<file path="src/rtl/mux21_arbiter_if.sv">
// ============================================================================
// mux21_arbiter_if : request/grant and mux-control bundle for mux21_arbiter
// Revision: 1.0
// ============================================================================
`default_nettype none

interface mux21_arbiter_if;
  logic REQA;
  logic REQB;
  logic SEL;
  logic Gbar;
  logic GNTA;
  logic GNTB;
  logic LAST;

  modport master (
    output REQA, REQB,
    input  SEL, Gbar, GNTA, GNTB, LAST
  );

  modport slave (
    input  REQA, REQB,
    output SEL, Gbar, GNTA, GNTB, LAST
  );
endinterface

`default_nettype wire

</file>
<file path="src/rtl/mux21_arbiter.sv">
// ============================================================================
// mux21_arbiter : round-robin, burst-bounded owner of a 2:1 gated mux's SEL/Gbar
// Revision: 1.0
// ============================================================================
`default_nettype none

module mux21_arbiter #(
  parameter int MAXBURST = 4,
  parameter int CNTW     = 4
) (
  input  wire logic      CLK,
  input  wire logic      RSTbar,
  mux21_arbiter_if.slave bus
);

  typedef enum logic [1:0] {
    IDLE  = 2'd0,
    OWN_A = 2'd1,
    OWN_B = 2'd2,
    GAP   = 2'd3
  } state_t;

  localparam logic [CNTW-1:0] C_MAXBURST = CNTW'(MAXBURST);
  localparam logic [CNTW-1:0] C_ONE      = CNTW'(1);

  state_t          state_q, state_d;
  logic            t_q, t_d;
  logic [CNTW-1:0] cnt_q, cnt_d;
  logic            last_q, last_d;
  logic            sel_q, sel_d;
  logic            gbar_q, gbar_d;
  logic            gnta_q, gnta_d;
  logic            gntb_q, gntb_d;

  logic            win;
  logic            req_t;
  logic            req_o;
  logic [CNTW-1:0] cnt_inc;

  always_comb begin
    state_d = state_q;
    t_d     = t_q;
    cnt_d   = cnt_q;
    last_d  = last_q;
    win     = 1'b0;
    req_t   = t_q ? bus.REQB : bus.REQA;
    req_o   = t_q ? bus.REQA : bus.REQB;
    cnt_inc = (cnt_q == C_MAXBURST) ? cnt_q : cnt_q + C_ONE;

    case (state_q)
      IDLE: begin
        if (bus.REQA || bus.REQB) begin
          // Contention goes to whoever did not own last; otherwise the lone requester.
          win = (bus.REQA && bus.REQB) ? ~last_q : bus.REQB;
          if (sel_q == win) begin
            state_d = win ? OWN_B : OWN_A;
            cnt_d   = C_ONE;
            last_d  = win;
          end else begin
            state_d = GAP;
            t_d     = win;
          end
        end
      end
      OWN_A: begin
        if (!bus.REQA) begin
          if (bus.REQB) begin
            state_d = GAP;
            t_d     = 1'b1;
          end else begin
            state_d = IDLE;
          end
        end else if ((cnt_q == C_MAXBURST) && bus.REQB) begin
          state_d = GAP;
          t_d     = 1'b1;
        end else begin
          cnt_d = cnt_inc;
        end
      end
      OWN_B: begin
        if (!bus.REQB) begin
          if (bus.REQA) begin
            state_d = GAP;
            t_d     = 1'b0;
          end else begin
            state_d = IDLE;
          end
        end else if ((cnt_q == C_MAXBURST) && bus.REQA) begin
          state_d = GAP;
          t_d     = 1'b0;
        end else begin
          cnt_d = cnt_inc;
        end
      end
      GAP: begin
        if (req_t) begin
          state_d = t_q ? OWN_B : OWN_A;
          cnt_d   = C_ONE;
          last_d  = t_q;
        end else if (req_o) begin
          t_d = ~t_q;
        end else begin
          state_d = IDLE;
        end
      end
      default: state_d = IDLE;
    endcase

    // Outputs are decoded from the next state so they register alongside it.
    sel_d = sel_q;
    case (state_d)
      OWN_A:   sel_d = 1'b0;
      OWN_B:   sel_d = 1'b1;
      GAP:     sel_d = t_d;
      default: sel_d = sel_q;
    endcase
    gnta_d = (state_d == OWN_A);
    gntb_d = (state_d == OWN_B);
    gbar_d = ~(gnta_d | gntb_d);
  end

  always_ff @(posedge CLK) begin
    if (!RSTbar) begin
      state_q <= IDLE;
      t_q     <= 1'b0;
      cnt_q   <= '0;
      last_q  <= 1'b1;
      sel_q   <= 1'b0;
      gbar_q  <= 1'b1;
      gnta_q  <= 1'b0;
      gntb_q  <= 1'b0;
    end else begin
      state_q <= state_d;
      t_q     <= t_d;
      cnt_q   <= cnt_d;
      last_q  <= last_d;
      sel_q   <= sel_d;
      gbar_q  <= gbar_d;
      gnta_q  <= gnta_d;
      gntb_q  <= gntb_d;
    end
  end

  assign bus.SEL  = sel_q;
  assign bus.Gbar = gbar_q;
  assign bus.GNTA = gnta_q;
  assign bus.GNTB = gntb_q;
  assign bus.LAST = last_q;

endmodule

`default_nettype wire
</file>
<file path="src/flat_wrapper.sv">
// flat-port wrapper written by rule: the top's interface ports become plain ports
module mux21_arbiter_flat 
#(
  parameter int MAXBURST = 4,
  parameter int CNTW     = 4
)
  (CLK, RSTbar, bus_REQA, bus_REQB, bus_SEL, bus_Gbar, bus_GNTA, bus_GNTB, bus_LAST);
  mux21_arbiter_if bus_i ();
  input  wire logic CLK;
  input  wire logic RSTbar;
  input wire logic [$bits(bus_i.REQA)-1:0] bus_REQA;
  input wire logic [$bits(bus_i.REQB)-1:0] bus_REQB;
  output wire logic [$bits(bus_i.SEL)-1:0] bus_SEL;
  output wire logic [$bits(bus_i.Gbar)-1:0] bus_Gbar;
  output wire logic [$bits(bus_i.GNTA)-1:0] bus_GNTA;
  output wire logic [$bits(bus_i.GNTB)-1:0] bus_GNTB;
  output wire logic [$bits(bus_i.LAST)-1:0] bus_LAST;
  assign bus_i.REQA = bus_REQA;
  assign bus_i.REQB = bus_REQB;
  assign bus_SEL = bus_i.SEL;
  assign bus_Gbar = bus_i.Gbar;
  assign bus_GNTA = bus_i.GNTA;
  assign bus_GNTB = bus_i.GNTB;
  assign bus_LAST = bus_i.LAST;
  mux21_arbiter #(.MAXBURST(MAXBURST), .CNTW(CNTW)) u_core (.CLK(CLK), .RSTbar(RSTbar), .bus(bus_i));
endmodule
</file>
<file path="config.mk">
export PLATFORM = sky130hd
export DESIGN_NAME = mux21_arbiter_flat
export DESIGN_NICKNAME = d
export VERILOG_FILES = /design/src/rtl/mux21_arbiter_if.sv /design/src/rtl/mux21_arbiter.sv /design/src/flat_wrapper.sv
export SDC_FILE = /design/constraint.sdc
export NUM_CORES = 1
export LEC_CHECK = 0
export ABC_CLOCK_PERIOD_IN_PS = 2240
export BUFFER_PORTS_ARGS = -buffer_cell sky130_fd_sc_hd__buf_2
export CAP_MARGIN = 0
export CELL_PAD_IN_SITES_DETAIL_PLACEMENT = 0
export CELL_PAD_IN_SITES_GLOBAL_PLACEMENT = 1
export CORE_ASPECT_RATIO = 1.1
export CORE_MARGIN = 2
export CORE_UTILIZATION = 41
export CTS_BUF_LIST = sky130_fd_sc_hd__clkbuf_4 sky130_fd_sc_hd__clkbuf_8
export DETAILED_ROUTE_END_ITERATION = 16
export PLACE_DENSITY = 0.81
export SYNTH_ARGS = -nofsm -noshare
export SYNTH_HDL_FRONTEND = slang
export SYNTH_SLANG_ARGS = --single-unit
export TNS_END_PERCENT = 100
</file>
<file path="constraint.sdc">
create_clock -name CLK -period 2.24 [get_ports CLK]
set_input_delay 0 -clock CLK [delete_from_list [all_inputs] [get_ports CLK]]
set_output_delay 0 -clock CLK [all_outputs]
set_load 0.01 [all_outputs]
</file>
==> results.md <==
- CP Data Arrival Time: 2370 ps
- Drt via density: approximately 5.8
- Clock Tree Root: clkbuf_4
- Initial core utilization: 42.6%
- Syn nets: 143
- Die Ht: about 57 um
- CTS Buf Count: 3
- Final Max Slew Viols: 0
- Synth Flop Type: dfxtp_1
- Vias in the first global route: around 920
- Post-DP HPWL: 1910 um
- Final net count: 164
- Ant diodes: 0
- Crit path capture type: flip-flop
- R2R Path End: u_core.bus.SEL
- Sequential-to-total area share from yosys stat: 23.0%
- Setup bufs post-CTS: 0
- Clk buf depth: 2
- Netlist cell types: between 40 and 50
- Share of cells above drive strength 1: around a third
- Setup CP Type: flip-flop to flip-flop
- Worst Hold Class: input pin to flip-flop
- Number of synthesized flops with an enable pin: 0
- Area grow syn2layout: 24.7%
- Vias post-DR: a little over 1k
- Final setup fails: 0
- Worst hold slack: -9.60 ps
- Post-Syn Area: ~1000 sq um
- Final Hold Fails: 2
- Ys Warns: 0
- Worst setup path start: u_core.cnt_q[0]
- Clock skew: around 5 ps
- Grt ovf: 0
- Peak supply drop: 877 uV
- Max-cap violations: 0
- CTS sink cnt: 12
- Clk_lat worst skew: 290 ps
- Largest net degree at the start of global routing: 13
- Reg clk slew, reported paths: 80 ps
- Wire per inst: 13.4 um
- Min cycle time layout: 2200 ps
- Synth cell count leaders: ha_1 (13), nand2_1 (13), dfxtp_1 (12), inv_1 (12), nor2_1 (6)
- Worst reg2reg path depth: 10
- Global-route wire length before repair: 3970 um
- CTS tree: built
- Setup WS post-layout: 37.3 ps
- Crit path to: u_core.bus.SEL
- H-tree lvl count: 1
- Ports: 9
- #FFs+latches synth: 12
- GPL Wtd Cong: slightly below 1
- DR pass1 iterations: 4
- Yosys top cell area share: 23.0%
- Pwr dens: 1340 nW/um^2
- Core Footprint: between 2000 and 2500 sq um
- Gate Count Post-Synth: 126
- Async set-reset flop share out of synthesis: 0%
- Leak: between 0.5 and 0.6 nW
- Std cell rows: 19
- Reg2reg setup slack: ~37 ps
- Hold Path Depth: 2
- Fmax: 0.454 GHz
- Area of the die: 2960 sq um
- Port-buffer cells: 8
- Total Routing Usage GR: 18.1%
- Critical path data required time: 2410 ps
- Max_slew headroom: 73.1%
- RSZ-0062 raised after global routing: true
- CP startpoint kind: flip-flop
- Reg2reg start: u_core.cnt_q[0]
- Fin crit share: 98.3%
- PnR Total Power: 1.75 mW
- # DRC: 0
- Failing checks: negative hold slack
- Antenna Nets Post-Route: 0
- Starting DRC count in detailed routing: 36
- Fillers: 229
- Status: finished, violations left
- Syn Area/Cell: 8.27 sq um
- Pre-CTS setup slack: -44.0 ps
- Final wirelength: ~2400 um
- Critical Path Fanout Max: 4
- Initial antenna violation count: 0
- Synth top area cells: dfxtp_1 (23%), ha_1 (16%), nand2_1 (4.7%), inv_1 (4.3%), o2bb2ai_4 (2.6%)
- Slew @ Worst Pin: around 400 ps
- Dominant cell type by area after synthesis: dfxtp_1
- Die W: ~52 um
-- what timing repair did --
| item | 4_1_cts | 5_1_grt |
|---|---|---|
| pin swaps | 2 | 1 |
| hold buffers | 0 | 0 |
| hold endpoints to repair | 0 | 0 |
| setup endpoints to repair | 1 | 1 |
| resized for setup | 6 | 5 |
-- how the worst min path moves through the flow --
stage,start,to,slack (ps)
2_1_floorplan,RSTbar,u_core.bus.Gbar,260
3_3_place_gp,RSTbar,u_core.bus.Gbar,280
3_5_place_dp,RSTbar,u_core.bus.Gbar,290
4_1_cts,RSTbar,u_core.bus.Gbar,2
5_1_grt,RSTbar,u_core.bus.Gbar,3
6_report,RSTbar,u_core.bus.Gbar,-10
-- per-layer routing --
layer	vias up	track usage (%)	wire, um
met5	-	0	0
met4	0	11.7	61
met3	7	2.66	134
met2	30	27.5	1110
met1	473	23.3	1080
li1	508	-	-
-- worst max-delay path, stage by stage, from the launching register on --
cell and delay, ps:
dfxtp_2 330, inv_1 80, ha_1 150, nand3b_1 190
a21oi_2 290, nor3_2 80, a21bo_2 220, ha_1 240
or3_1 370, o41ai_1 70, a311oi_1 80
-- per-stage QoR --
step,util [%],cells,area (sq um),TNS (ps)
after floorplan,-,126,1080,0
after global placement,50.0,173,1220,0
after detailed placement,50.0,173,1220,-44.0
after CTS,52.7,177,1290,0
after global routing,53.1,177,1300,-96.5
final,53.1,177,1300,0
-- final cells by class --
class	count	area, sq um	area share (%)
inverter	13	51.3	3.95
multi-input combinational	95	781	60.1
tap	31	38.8	2.98
clock buffer	4	36.3	2.79
timing repair buffer	22	145	11.2
sequential	12	248	19.1
-- power by group --
group          total [mW]  switching (mW)  internal [mW]
Sequential          0.358          0.0571          0.301
Combinational        1.21           0.637          0.570
Clock               0.182          0.0826         0.0991
-- placed cells by master (no fill, tap or decap), drive strengths merged, types with 4 or more instances in the layout --
cell / Yosys / layout
a21oi: 6 / 6
a31oi: 4 / 4
buf: 5 / 22
clkbuf: 1 / 4
dfxtp: 12 / 12
ha: 13 / 13
inv: 13 / 13
nand2: 13 / 13
nor2: 6 / 6
o41ai: 4 / 4
-- registers in the layout, summed over array words and instances, names as in the netlist --
| name | cells |
|---|---|
| u_core.bus.GNTB | 1 |
| u_core.t_q | 1 |
| u_core.state_q | 2 |
| u_core.bus.Gbar | 1 |
| u_core.bus.LAST | 1 |
| u_core.cnt_q | 4 |
| u_core.bus.SEL | 1 |
| u_core.bus.GNTA | 1 |
-- kinds of logic (layout without fill, tap and decap cells) --
group | after synthesis | after routing | share of synthesized area (%)
mux | 1 | 1 | 0.960
fa+ha+maj | 14 | 14 | 16.6
buf+inv | 19 | 39 | 8.76
compound gates | 39 | 39 | 30.9
flops | 12 | 12 | 23.0
simple gates | 41 | 41 | 19.8
(Power assumes the default switching activity.)
